`src/rtl/serial_subtractor_pkg.sv`:
```
// serial_subtractor_pkg: FSM state encoding and step-counter sizing helper
package serial_subtractor_pkg;
  typedef enum logic [1:0] {IDLE = 2'd0, RUN = 2'd1, DONE = 2'd2} state_e;
  // ceil(log2(n)), never below 1 so a single-step build still gets a 1-bit counter
  function automatic int clog2_min1(input int n);
    int r;
    r = 0;
    while ((1 << r) < n) r++;
    return (r < 1) ? 1 : r;
  endfunction
endpackage

```
`src/rtl/serial_subtractor_if.sv`:
```
// serial_subtractor_if: operand/result valid-ready bundle
//   producer side: in_valid, in_ready, a, b, bin
//   consumer side: out_valid, out_ready, diff, bout, ovf
interface serial_subtractor_if #(parameter int WIDTH = 16);
  logic             in_valid;
  logic             in_ready;
  logic [WIDTH-1:0] a;
  logic [WIDTH-1:0] b;
  logic             bin;
  logic             out_valid;
  logic             out_ready;
  logic [WIDTH-1:0] diff;
  logic             bout;
  logic             ovf;
  modport master (output in_valid, a, b, bin, out_ready,
                  input  in_ready, out_valid, diff, bout, ovf);
  modport slave  (input  in_valid, a, b, bin, out_ready,
                  output in_ready, out_valid, diff, bout, ovf);
endinterface

```
`src/rtl/serial_subtractor_sub_slice.sv`:
```
// sub_slice: combinational DIGIT-bit ripple-borrow subtractor slice
//   x, y : slice of minuend / subtrahend
//   bi   : borrow into the slice LSB
//   d    : x - y - bi (slice bits)
//   bo   : borrow out of the slice MSB
module sub_slice #(parameter int DIGIT = 4) (
  input  logic [DIGIT-1:0] x,
  input  logic [DIGIT-1:0] y,
  input  logic             bi,
  output logic [DIGIT-1:0] d,
  output logic             bo
);
  logic [DIGIT:0] br;
  always_comb begin
    br = '0;
    d = '0;
    br[0] = bi;
    for (int i = 0; i < DIGIT; i++) begin
      d[i] = x[i] ^ y[i] ^ br[i];
      br[i+1] = (~x[i] & y[i]) | (br[i] & ~(x[i] ^ y[i]));
    end
    bo = br[DIGIT];
  end
endmodule

```
`src/rtl/serial_subtractor.sv`:
```
// serial_subtractor: multi-cycle A - B - BIN, DIGIT bits per clock through a registered borrow
//   clk, rst_n : clock, asynchronous active-low reset
//   io         : slave side of serial_subtractor_if (operands in, diff/bout/ovf out)
module serial_subtractor
  import serial_subtractor_pkg::*;
#(
  parameter int WIDTH = 16,
  parameter int DIGIT = 4
) (
  input logic clk,
  input logic rst_n,
  serial_subtractor_if.slave io
);
  localparam int NSTEP = WIDTH / DIGIT;
  localparam int SW = clog2_min1(NSTEP);
  state_e state_q, state_d;
  logic [WIDTH-1:0] a_q, a_d, b_q, b_d, diff_q, diff_d;
  logic borrow_q, borrow_d, bout_q, bout_d, ovf_q, ovf_d;
  logic [SW-1:0] step_q, step_d;
  logic [DIGIT-1:0] slice_x, slice_y, slice_d;
  logic slice_bo, accept, last;
  // in_ready is forced low while reset is asserted; DONE with out_ready allows a bubble-free accept
  assign io.in_ready = rst_n & ((state_q == IDLE) | ((state_q == DONE) & io.out_ready));
  assign accept = io.in_valid & io.in_ready;
  assign last = step_q == SW'(NSTEP - 1);
  assign slice_x = a_q[int'(step_q)*DIGIT +: DIGIT];
  assign slice_y = b_q[int'(step_q)*DIGIT +: DIGIT];
  sub_slice #(.DIGIT(DIGIT)) u_slice (
    .x(slice_x), .y(slice_y), .bi(borrow_q), .d(slice_d), .bo(slice_bo)
  );
  always_comb begin
    state_d = state_q;
    a_d = a_q;
    b_d = b_q;
    diff_d = diff_q;
    borrow_d = borrow_q;
    bout_d = bout_q;
    ovf_d = ovf_q;
    step_d = step_q;
    if (state_q == RUN) begin
      diff_d[int'(step_q)*DIGIT +: DIGIT] = slice_d;
      borrow_d = slice_bo;
      step_d = step_q + SW'(1);
      if (last) begin
        state_d = DONE;
        bout_d = slice_bo;
        ovf_d = (a_q[WIDTH-1] ^ b_q[WIDTH-1]) & (a_q[WIDTH-1] ^ diff_d[WIDTH-1]);
      end
    end
    if (state_q == DONE && io.out_ready) state_d = IDLE;
    if (accept) begin
      a_d = io.a;
      b_d = io.b;
      borrow_d = io.bin;
      step_d = '0;
      state_d = RUN;
    end
  end
  always_ff @(posedge clk or negedge rst_n) begin
    if (!rst_n) begin
      state_q <= IDLE;
      a_q <= '0;
      b_q <= '0;
      diff_q <= '0;
      borrow_q <= 1'b0;
      bout_q <= 1'b0;
      ovf_q <= 1'b0;
      step_q <= '0;
    end else begin
      state_q <= state_d;
      a_q <= a_d;
      b_q <= b_d;
      diff_q <= diff_d;
      borrow_q <= borrow_d;
      bout_q <= bout_d;
      ovf_q <= ovf_d;
      step_q <= step_d;
    end
  end
  assign io.out_valid = state_q == DONE;
  assign io.diff = diff_q;
  assign io.bout = bout_q;
  assign io.ovf = ovf_q;
endmodule

```
`src/flat_wrapper.sv`:
```
// flat-port wrapper written by rule: the top's interface ports become plain ports
module serial_subtractor_flat import serial_subtractor_pkg::*;
#(
  parameter int WIDTH = 16,
  parameter int DIGIT = 4
)
  (clk, rst_n, io_in_valid, io_a, io_b, io_bin, io_out_ready, io_in_ready, io_out_valid, io_diff, io_bout, io_ovf);
  serial_subtractor_if #(.WIDTH(WIDTH)) io_i ();
  input logic clk;
  input logic rst_n;
  input wire logic [$bits(io_i.in_valid)-1:0] io_in_valid;
  input wire logic [$bits(io_i.a)-1:0] io_a;
  input wire logic [$bits(io_i.b)-1:0] io_b;
  input wire logic [$bits(io_i.bin)-1:0] io_bin;
  input wire logic [$bits(io_i.out_ready)-1:0] io_out_ready;
  output wire logic [$bits(io_i.in_ready)-1:0] io_in_ready;
  output wire logic [$bits(io_i.out_valid)-1:0] io_out_valid;
  output wire logic [$bits(io_i.diff)-1:0] io_diff;
  output wire logic [$bits(io_i.bout)-1:0] io_bout;
  output wire logic [$bits(io_i.ovf)-1:0] io_ovf;
  assign io_i.in_valid = io_in_valid;
  assign io_i.a = io_a;
  assign io_i.b = io_b;
  assign io_i.bin = io_bin;
  assign io_i.out_ready = io_out_ready;
  assign io_in_ready = io_i.in_ready;
  assign io_out_valid = io_i.out_valid;
  assign io_diff = io_i.diff;
  assign io_bout = io_i.bout;
  assign io_ovf = io_i.ovf;
  serial_subtractor #(.WIDTH(WIDTH), .DIGIT(DIGIT)) u_core (.clk(clk), .rst_n(rst_n), .io(io_i));
endmodule
```
`config.mk`:
```
export PLATFORM = sky130hd
export DESIGN_NAME = serial_subtractor_flat
export DESIGN_NICKNAME = d
export VERILOG_FILES = /design/src/rtl/serial_subtractor_pkg.sv /design/src/rtl/serial_subtractor_if.sv /design/src/rtl/serial_subtractor_sub_slice.sv /design/src/rtl/serial_subtractor.sv /design/src/flat_wrapper.sv
export SDC_FILE = /design/constraint.sdc
export NUM_CORES = 1
export LEC_CHECK = 0
export BUFFER_PORTS_ARGS = -buffer_cell sky130_fd_sc_hd__buf_2
export CORE_MARGIN = 1
export CORE_UTILIZATION = 54
export CTS_CLUSTER_DIAMETER = 80
export DETAILED_ROUTE_END_ITERATION = 8
export GPL_ROUTABILITY_DRIVEN = 0
export PLACE_DENSITY = 0.79
export SLEW_MARGIN = 20
export SYNTH_ARGS = -nofsm -noshare
export SYNTH_HDL_FRONTEND = slang
export SYNTH_SLANG_ARGS = --single-unit
```
`constraint.sdc`:
```
create_clock -name clk -period 5.5 [get_ports clk]
set_clock_uncertainty 0.2 [all_clocks]
set_input_delay 1.1 -clock clk [delete_from_list [all_inputs] [get_ports clk]]
set_output_delay 1.1 -clock clk [all_outputs]
set_load 0.005 [all_outputs]
```
==> results.ini <==
[timing]
rsz0062_at_grt = false
relSlewSlack_pct = 58.9
drv_slew = 0
finalCritPeriodShare_pct = 74.9
setup-violations-final = 0
finalHoldViolCount = 0
tns_ns = 0
tightest_slew_ns = 0.616
fmax_ghz = 0.243
period_needed_ns = 4.12
fin_ws_ns = 1.38

[finish]
antennaDiodeCount = 0
drive_gt1_share_pct = 51.0
nets = 293
area_delta_synth_final_pct = 16.7
nFillCells = 356
multi_input_area_sq_mm = 0.00115
regArea_sq_mm = 0.00138
fin_util_pct = 67.4

[route]
met3_length_um = 242
avgViaCountPerCell = 5.40
routed_wl_mm = 4.53
met2_wirelength_mm = 2.24
postRouteAntennaNets = 0
num_vias = 1615
wire_per_inst_um = 15.1
wl_met1_mm = 2.02
drt_pass1_iterations = 4
drc = 0
drtIter0Drc = 37
top_layer_used = met4

[floorplan]
start_util_pct = 57.8
fp.dieH_um = 71.4
die-area_sq_mm = 0.00510
num_rows = 24
io_pins = 57
coreArea_sq_mm = 0.00450
fp.dieW_um = 71.4

[logic_synthesis]
synth_edf_count = 0
synth_nets = 235
synth_top_cell_by_area = dfrtp_1
yosysUniqueCellTypes = 31
dominantRegCellSynth = dfrtp_1
synth_seq_area_share_pct = 52.9
syn_avg_cell_area_sq_um = 13.8
synth_top_cells_by_count = 55 x dfrtp_1, 33 x mux2_2, 20 x nand2_1, 10 x o21ai_2, 9 x inv_1
synth.area.top_cells = dfrtp_1 53%, mux2_2 14%, mux4_2 6.9%
ys_warn_count = 0
syn_area_sq_mm = 0.00260
synth_cells = 188
async_reset_ff_share_pct = 100
yosys.cell_count.top_type = dfrtp_1
synth_top_area_share_pct = 52.9
ys_seq_elements = 55

[global_route]
grt_util_all_layers_pct = 19.3
grt_max_degree = 48
globalRouteOverflowTotal = 0
grt_pass1_vias = 1597
antenna_found_initial = 0
grt_pass1_wl_mm = 7.51

[pwr]
switchingPower_uw = 173
peakVddDrop_mv = 0.151
p_int_uw = 598
combPwrFrac_pct = 10.0
leakagePower_uw = 0.00160
p_clk_share_pct = 35.2
power_density_mw_per_mm2 = 254
seqPwrFrac_pct = 54.8
swShare_pct = 22.4

[cts]
numCtsBuffers = 5
clk_pin_slew_ns = 0.10
root_buffer = clkbuf_8
cts_repair_resize_count = 0
htree_num_levels = 2
cts_hold_buf = 0
postCtsSetupBuffers = 0
clk_path_buf_depth = 2
clock_latency_ns = 0.30
cts_tree = done
clock_sinks = 55

[worst_setup_path]
critical_path_class = reg -> reg
cp_max_fo = 8
critPathCaptureType = register
critPathLaunchType = register
cp.arrival_ns = 4.14
required_ns = 5.53

[status]
status = finished clean

[place]
dpl.hpwl_mm = 3.40
dp_slack_ns = 1.40
io_buffer_count = 56

[run]
drv_cap = 0

[worst_hold_path]
min_path_type = reg -> reg

==> critical path: stages, from the launching register on <==
cell and delay (ns):
dfrtp_1 0.63, mux4_2 0.57, fa_1 0.39, fa_1 0.39, fa_1 0.38, fa_1 0.57
nor4b_2 0.31, mux2i_1 0.15, or3_1 0.33, a21oi_1 0.13
==> power by group through the flow <==
stage	clock network, uW	logic (uW)	registers, uW
floorplan	0	48.5	426
global placement	0	77.5	430
detailed placement	0	78.7	431
CTS	277	79.0	423
global route	292	84.9	424
finish	271	77.2	423
==> flip-flops by register name, summed over array words and instances (netlist names) <==
register,flops
u_core.a_q,16
u_core.state_q,2
u_core.borrow_q,1
u_core.io.ovf,1
u_core.b_q,16
u_core.step_q,2
u_core.io.diff,16
u_core.io.bout,1
==> worst paths after layout <==
path | start | end | slack (ns) | cells after the start
worst max-delay path | u_core.step_q[0] | u_core.io.ovf | 1.38 | 9
worst min-delay path | u_core.io.diff[1] | u_core.io.diff[1] | 0.28 | 2
worst max register to register | u_core.step_q[0] | u_core.io.ovf | 1.38 | 9
worst min register to register | u_core.io.diff[1] | u_core.io.diff[1] | 0.28 | 2
max in group asynchronous | rst_n | u_core.a_q[0] | 3.78 | 2
min in group asynchronous | rst_n | u_core.io.bout | 0.46 | 1
==> cells in the final DEF, fill, tap and decap left out, drive strengths merged, types with 2 or more instances in the layout <==
master,instances
o21ai,14
or3,5
ha,6
a21oi,4
buf,58
dfrtp,55
mux4,8
nand2b,3
mux2i,2
nand2,24
fa,4
inv,9
o41ai,2
mux2,34
clkbuf,6
nor2,4
==> area by class of cell <==
| cell class | instances | area share (%) |
|---|---|---|
| sequential | 55 | 45.3 |
| multi-input combinational | 117 | 37.9 |
| timing repair buffer | 58 | 9.72 |
| clock buffer | 6 | 2.72 |
| tap | 52 | 2.14 |
| clock inverter | 2 | 1.15 |
| inverter | 9 | 1.11 |
==> metrics by stage <==
| step | power [uW] | instance area (sq um) | std cells | hold slack (ns) |
|---|---|---|---|---|
| 4_1_cts | 779 | 3040 | 299 | 0.279 |
| 5_1_grt | 802 | 3040 | 299 | 0.298 |
| 2_1_floorplan | 474 | 2600 | 188 | 0.259 |
| 3_5_place_dp | 509 | 2920 | 291 | 0.256 |
| 3_3_place_gp | 508 | 2920 | 291 | 0.256 |
| 6_report | 771 | 3040 | 299 | 0.275 |
==> layer usage <==
layer | global-route usage (%) | vias to the layer above
met5 | 0 | -
met4 | 4.67 | 0
met3 | 4.64 | 5
met2 | 32.5 | 46
met1 | 25.6 | 793
li1 | - | 771
==> cells by family after synthesis <==
logic type / Yosys count / share of synthesized area, %
flops: 55 / 52.9
mux: 44 / 22.4
simple gates: 41 / 9.66
compound gates: 21 / 5.82
buf+inv: 16 / 2.93
fa+ha+maj: 10 / 5.96
xor+xnor: 1 / 0.337
(Power assumes the default switching activity.)
